`config.mk`:
```
export PLATFORM = sky130hd
export DESIGN_NAME = rvv_issue_sched
export DESIGN_NICKNAME = d
export VERILOG_FILES = /design/src/rtl/rvv_issue_sched.sv
export SDC_FILE = /design/constraint.sdc
export NUM_CORES = 1
export LEC_CHECK = 0
export CAP_MARGIN = 40
export CORE_MARGIN = 2
export CORE_UTILIZATION = 45
export CTS_CLUSTER_SIZE = 20
export DETAILED_ROUTE_END_ITERATION = 8
export DONT_BUFFER_PORTS = 1
export PLACE_DENSITY = 0.58
export SYNTH_ARGS = -nofsm -noshare
export SYNTH_HDL_FRONTEND = slang
export SYNTH_SLANG_ARGS = --single-unit
```
`constraint.sdc`:
```
create_clock -name clk -period 6.07 [get_ports clk]
set_input_delay 0 -clock clk [delete_from_list [all_inputs] [get_ports clk]]
set_output_delay 0 -clock clk [all_outputs]
set_load 0.02 [all_outputs]
```
`src/rtl/rvv_issue_sched.sv`:
```
// Issue scheduler for the RVV datapath: buffers OP-V words, tracks pending vector
// register writes and issues one hazard-free instruction at a time, serialising OPCFG.
module rvv_issue_sched #(
    parameter int INSN_WIDTH = 32,
    parameter int NUM_VEC    = 32,
    parameter int FIFO_DEPTH = 4
) (
    input  logic                  clk,
    input  logic                  rst,
    input  logic [INSN_WIDTH-1:0] insn_in,
    input  logic                  insn_valid,
    output logic                  insn_ready,
    output logic [INSN_WIDTH-1:0] issue_insn,
    output logic                  issue_valid,
    input  logic                  issue_ready,
    input  logic                  wb_valid,
    input  logic [4:0]            wb_vd,
    output logic                  drop_pulse,
    output logic [NUM_VEC-1:0]    busy_vec,
    output logic                  idle,
    output logic                  state_dbg
);
    localparam int PW = $clog2(FIFO_DEPTH);

    typedef enum logic {RUN = 1'b0, CFG_WAIT = 1'b1} state_t;

    // Handshakes: a word moves on insn_* or issue_* only in a cycle where valid
    // and ready are both high at the rising edge; the source holds its word
    // stable while valid is high and ready is low.

    state_t                 state, state_nxt;
    logic [INSN_WIDTH-1:0]  fifo_mem [FIFO_DEPTH];
    logic [PW-1:0]          wr_ptr, rd_ptr;
    logic [PW:0]            count;
    logic [INSN_WIDTH-1:0]  head;
    logic                   head_valid, fifo_full;
    logic                   in_opv, push, drop_acc, load;
    logic [4:0]             h_vd, h_vs1, h_vs2;
    logic [2:0]             h_f3;
    logic                   h_vm, rd_vs1, rd_vs2, is_cfg, hazard;
    logic                   reg_free, cfg_block;
    logic [NUM_VEC-1:0]     wb_mask, busy_byp, busy_nxt;

    assign fifo_full  = (count == (PW+1)'(FIFO_DEPTH));
    assign head_valid = (count != '0);
    assign insn_ready = !fifo_full;
    assign in_opv     = (insn_in[6:0] == 7'h57);
    assign push       = insn_valid && insn_ready && in_opv;
    assign drop_acc   = insn_valid && insn_ready && !in_opv;

    assign head   = fifo_mem[rd_ptr];
    assign h_vd   = head[11:7];
    assign h_f3   = head[14:12];
    assign h_vs1  = head[19:15];
    assign h_vs2  = head[24:20];
    assign h_vm   = head[25];
    assign rd_vs1 = (h_f3 <= 3'd2);
    assign rd_vs2 = (h_f3 != 3'd7);
    assign is_cfg = (h_f3 == 3'd7);

    // A writeback landing this cycle already releases its register for the hazard check.
    assign wb_mask  = wb_valid ? (NUM_VEC'(1) << wb_vd) : '0;
    assign busy_byp = busy_vec & ~wb_mask;
    assign hazard   = busy_byp[h_vd] | (rd_vs2 & busy_byp[h_vs2]) |
                      (rd_vs1 & busy_byp[h_vs1]) | (!h_vm & busy_byp[0]);

    assign reg_free  = !issue_valid || issue_ready;
    assign cfg_block = (busy_vec != '0) || issue_valid;

    always_comb begin
        state_nxt = state;
        load      = 1'b0;
        case (state)
            RUN: begin
                if (head_valid) begin
                    if (is_cfg && cfg_block) state_nxt = CFG_WAIT;
                    else if (!hazard && reg_free) load = 1'b1;
                end
            end
            CFG_WAIT: begin
                if (head_valid && !cfg_block) begin
                    load      = 1'b1;
                    state_nxt = RUN;
                end
            end
            default: state_nxt = RUN;
        endcase
    end

    // Set beats clear when an issue and a writeback target the same register.
    always_comb begin
        busy_nxt = busy_vec & ~wb_mask;
        if (load && !is_cfg) busy_nxt[h_vd] = 1'b1;
    end

    always_ff @(posedge clk) begin
        if (push) fifo_mem[wr_ptr] <= insn_in;
    end

    always_ff @(posedge clk or negedge rst) begin
        if (!rst) begin
            state       <= RUN;
            wr_ptr      <= '0;
            rd_ptr      <= '0;
            count       <= '0;
            issue_valid <= 1'b0;
            issue_insn  <= '0;
            busy_vec    <= '0;
            drop_pulse  <= 1'b0;
        end else begin
            state      <= state_nxt;
            drop_pulse <= drop_acc;
            busy_vec   <= busy_nxt;
            if (push) wr_ptr <= wr_ptr + PW'(1);
            if (load) rd_ptr <= rd_ptr + PW'(1);
            count <= count + (PW+1)'(push) - (PW+1)'(load);
            if (load) begin
                issue_valid <= 1'b1;
                issue_insn  <= head;
            end else if (issue_ready) begin
                issue_valid <= 1'b0;
            end
        end
    end

    assign idle      = !head_valid && !issue_valid && (busy_vec == '0);
    assign state_dbg = (state == CFG_WAIT);

endmodule

```
==> impl_metrics.env <==
export IMPL_r2r_end="count[2]"
export IMPL_reg2reg_depth=14
export IMPL_r2r_start="rd_ptr[0]"
export IMPL_cts_sinks=202
export IMPL_postPlaceCellArea_um2=9810
export IMPL_crit_path_frequent_cell="xnor2_1"
export IMPL_p_leak_nw=4.02
export IMPL_first_iter_violations=458
export IMPL_drt_vias_per_instance=6.24
export IMPL_hp_class="in -> reg"
export IMPL_p_per_area_nw_per_um2=476
export IMPL_cpPeakStageDelay_ns=0.86
export IMPL_io_buffer_count=0
export IMPL_syn_inst=673
export IMPL_dieHeight_um=149
export IMPL_n_antenna_cell=0
export IMPL_synth_area_per_cell_um2=14.1
export IMPL_final_cell_area_um2=11000
export IMPL_final_common_cell="edfxtp_1"
export IMPL_slowest_stage="mux4_2"
export IMPL_synthTopCellsByArea="edfxtp_1, dfrtp_1, mux4_2"
export IMPL_cts_repair_resized=0
export IMPL_syn_nets=722
export IMPL_ys_ff_latch=202
export IMPL_num_io_pins=111
export IMPL_hold_buffers=46
export IMPL_switchingPower_mw=2.05
export IMPL_layout_cells_non_filler=1009
export IMPL_tns_ns=0
export IMPL_setup_violations_final=0
export IMPL_combPwrFrac=0.337
export IMPL_syn2layout_area_growth_pct=15.8
export IMPL_root_buffer="clkbuf_16"
export IMPL_cts_tree="yes"
export IMPL_ant_nets=0
export IMPL_p_total_mw=5.24
export IMPL_fin_crit_sh=0.792
export IMPL_tightest_slew_ns=0.794
export IMPL_clkPwrFrac=0.248
export IMPL_gp_congestion=0.994
export IMPL_grt_overflow_total=0
export IMPL_design_core_area_um2=20900
export IMPL_cts_buffer_depth=3
export IMPL_crit_arrival_ns=5.24
export IMPL_min_period_ns=4.81
export IMPL_layout_common_cells="edfxtp_1, dfrtp_1, mux2i_1"
export IMPL_worstSetupStartpointType="flop"
export IMPL_final_nets=767
export IMPL_slew_viol_final=0
export IMPL_required_ns=6.50
export IMPL_die_w_um=149
export IMPL_status="finished clean"
export IMPL_h_tree_depth=1
export IMPL_synth_distinct_cells=64
export IMPL_place_inst=923
export IMPL_relSlewSlack=0.466
export IMPL_insertion_delay_ns=0.52
export IMPL_endpoint="count[2]"
export IMPL_cts_setup_buffers=0
export IMPL_start_util=0.455
export IMPL_die_area_um2=22300
export IMPL_crit_type="reg -> reg"
export IMPL_p_seq_frac=0.415
export IMPL_yosysSeqAreaShare=0.600
export IMPL_cts_buffers=22
export IMPL_cp_end_kind="flop"
export IMPL_p_sw_frac=0.392
export IMPL_timing_fmax_mhz=208
export IMPL_grt_max_degree=75
export IMPL_antenna_found_initial=0
export IMPL_intPower_mw=3.18
export IMPL_cp_max_fo=22
export IMPL_num_rows=53
export IMPL_firstDrtPassIters=5
export IMPL_fin_skew_ns=0.0156
export IMPL_rsz0062_at_grt="false"
export IMPL_netlist_area_leader_share=0.405
export IMPL_maxCapViolCount=0
export IMPL_vias=6293
export IMPL_path_clk_slew_ns=0.06
export IMPL_grt_pass1_vias=6497
export IMPL_ir_worst_vdd_uv=279
export IMPL_crit_path_start="rd_ptr[0]"
export IMPL_wl_per_cell_um=26.3
export IMPL_r2r_slack_ns=1.26
export IMPL_drive_above_1_share=0.158
export IMPL_crit_chain="mux4_2, xnor2_1, a311oi_1, a2111oi_0, o41ai_1, o211ai_1, a31oi_4, inv_1, ha_1, inv_1, ha_1, fa_1, xnor2_1, xnor2_1"
export IMPL_final_hold_viol_count=0
export IMPL_drc_errors=0
export IMPL_synthFlopType="edfxtp_1"
export IMPL_netlist_area_um2=9500
export IMPL_routed_wl_um=26500
export IMPL_yosys_warnings=0
export IMPL_yosysTopAreaCell="edfxtp_1"
export IMPL_synth_edf_count=128
export IMPL_grt_pass1_wl_um=40500
export IMPL_fin_util=0.526
export IMPL_hpwl_um=18200
export IMPL_grt_usage=0.243
export IMPL_async_flop_share=0.366
-- worst max-delay path, delay by kind of cell, from the launching register on --
kind | cells | cell delay, ns
AOI/OAI and AO/OA | 5 | 1.18
xor gates and xnor gates | 3 | 1.05
adders and majority gates | 3 | 0.68
buffers and inverters | 2 | 0.13
DFF | 1 | 0.82
muxes | 1 | 0.86
-- power groups by stage --
stage,registers [mW],logic (mW),clock network [mW]
3_3_place_gp,2.20,1.66,0
4_1_cts,2.18,1.75,1.33
5_1_grt,2.21,1.90,1.38
2_1_floorplan,2.04,1.37,0
6_report,2.17,1.76,1.30
3_5_place_dp,2.21,1.69,0
-- worst min-delay path by stage --
stage	startpoint	slack, ns	depth (start not counted)	to
6_report	wb_vd[2]	0.03	3	busy_vec[8]
3_3_place_gp	rst	-0.29	0	busy_vec[30]
3_5_place_dp	rst	-0.29	0	busy_vec[30]
2_1_floorplan	rst	-0.30	0	busy_vec[0]
5_1_grt	wb_vd[2]	0.04	3	busy_vec[8]
4_1_cts	wb_vd[2]	0.002	3	busy_vec[8]
-- logic make-up after synthesis --
family                     synth area share
DFF                                   0.600
and+or+nand+nor                      0.0797
AOI/OAI and AO/OA                    0.0941
muxes                                 0.178
buffers and inverters                0.0298
xor gates and xnor gates            0.00817
adders and majority gates            0.0100
-- per-layer routing --
metal | track usage | vias to the layer above | wire, µm
met5 | 0 | - | 0
met4 | 0.0671 | 0 | 693
met3 | 0.0636 | 52 | 2380
met2 | 0.385 | 317 | 12300
met1 | 0.334 | 3198 | 11200
li1 | - | 2726 | -
-- per-stage QoR --
stage | setup WS, ns | hold slack [ns]
detailed placement | 1.27 | -0.293
finish | 1.26 | 0.0345
CTS | 1.26 | 0.00159
global route | 0.974 | 0.0363
global placement | 1.37 | -0.293
floorplan | 1.92 | -0.296
-- synthesized netlist by cell type (3+ instances only) --
master,count
buf_2,12
nand3_1,9
mux4_2,32
nor2_1,31
o211ai_1,5
mux2_2,5
a2111oi_0,6
o31ai_1,7
nand4_1,5
a311oi_1,12
inv_1,21
buf_4,4
buf_1,3
o41ai_2,4
nor2b_1,3
nand3b_1,4
nand2b_1,7
nor4_1,11
buf_6,4
mux2i_1,53
ha_1,6
or3b_2,4
o21ai_1,10
a21oi_1,8
nor3_1,9
or3_1,3
xnor2_1,7
nand2_1,45
mux2_4,13
mux2_1,17
and2_1,5
edfxtp_1,128
a211oi_1,12
clkbuf_1,13
dfrtp_1,74
o21ai_0,48
-- layout make-up --
type | count | area [µm²]
clock buffer | 27 | 579
clock inverter | 13 | 129
fill | 1798 | 9890
inverter | 23 | 87.6
multi-input combinational | 412 | 3530
sequential | 202 | 5700
tap | 275 | 344
timing repair buffer | 57 | 628
-- flip-flops by register name, indices dropped and copies added (netlist names) --
register / cells
rd_ptr: 2
busy_vec: 32
drop_pulse: 1
issue_insn: 32
wr_ptr: 2
issue_valid: 1
count: 3
state_dbg: 1
fifo_mem: 128
No activity file was read; power rests on OpenSTA's default activity.
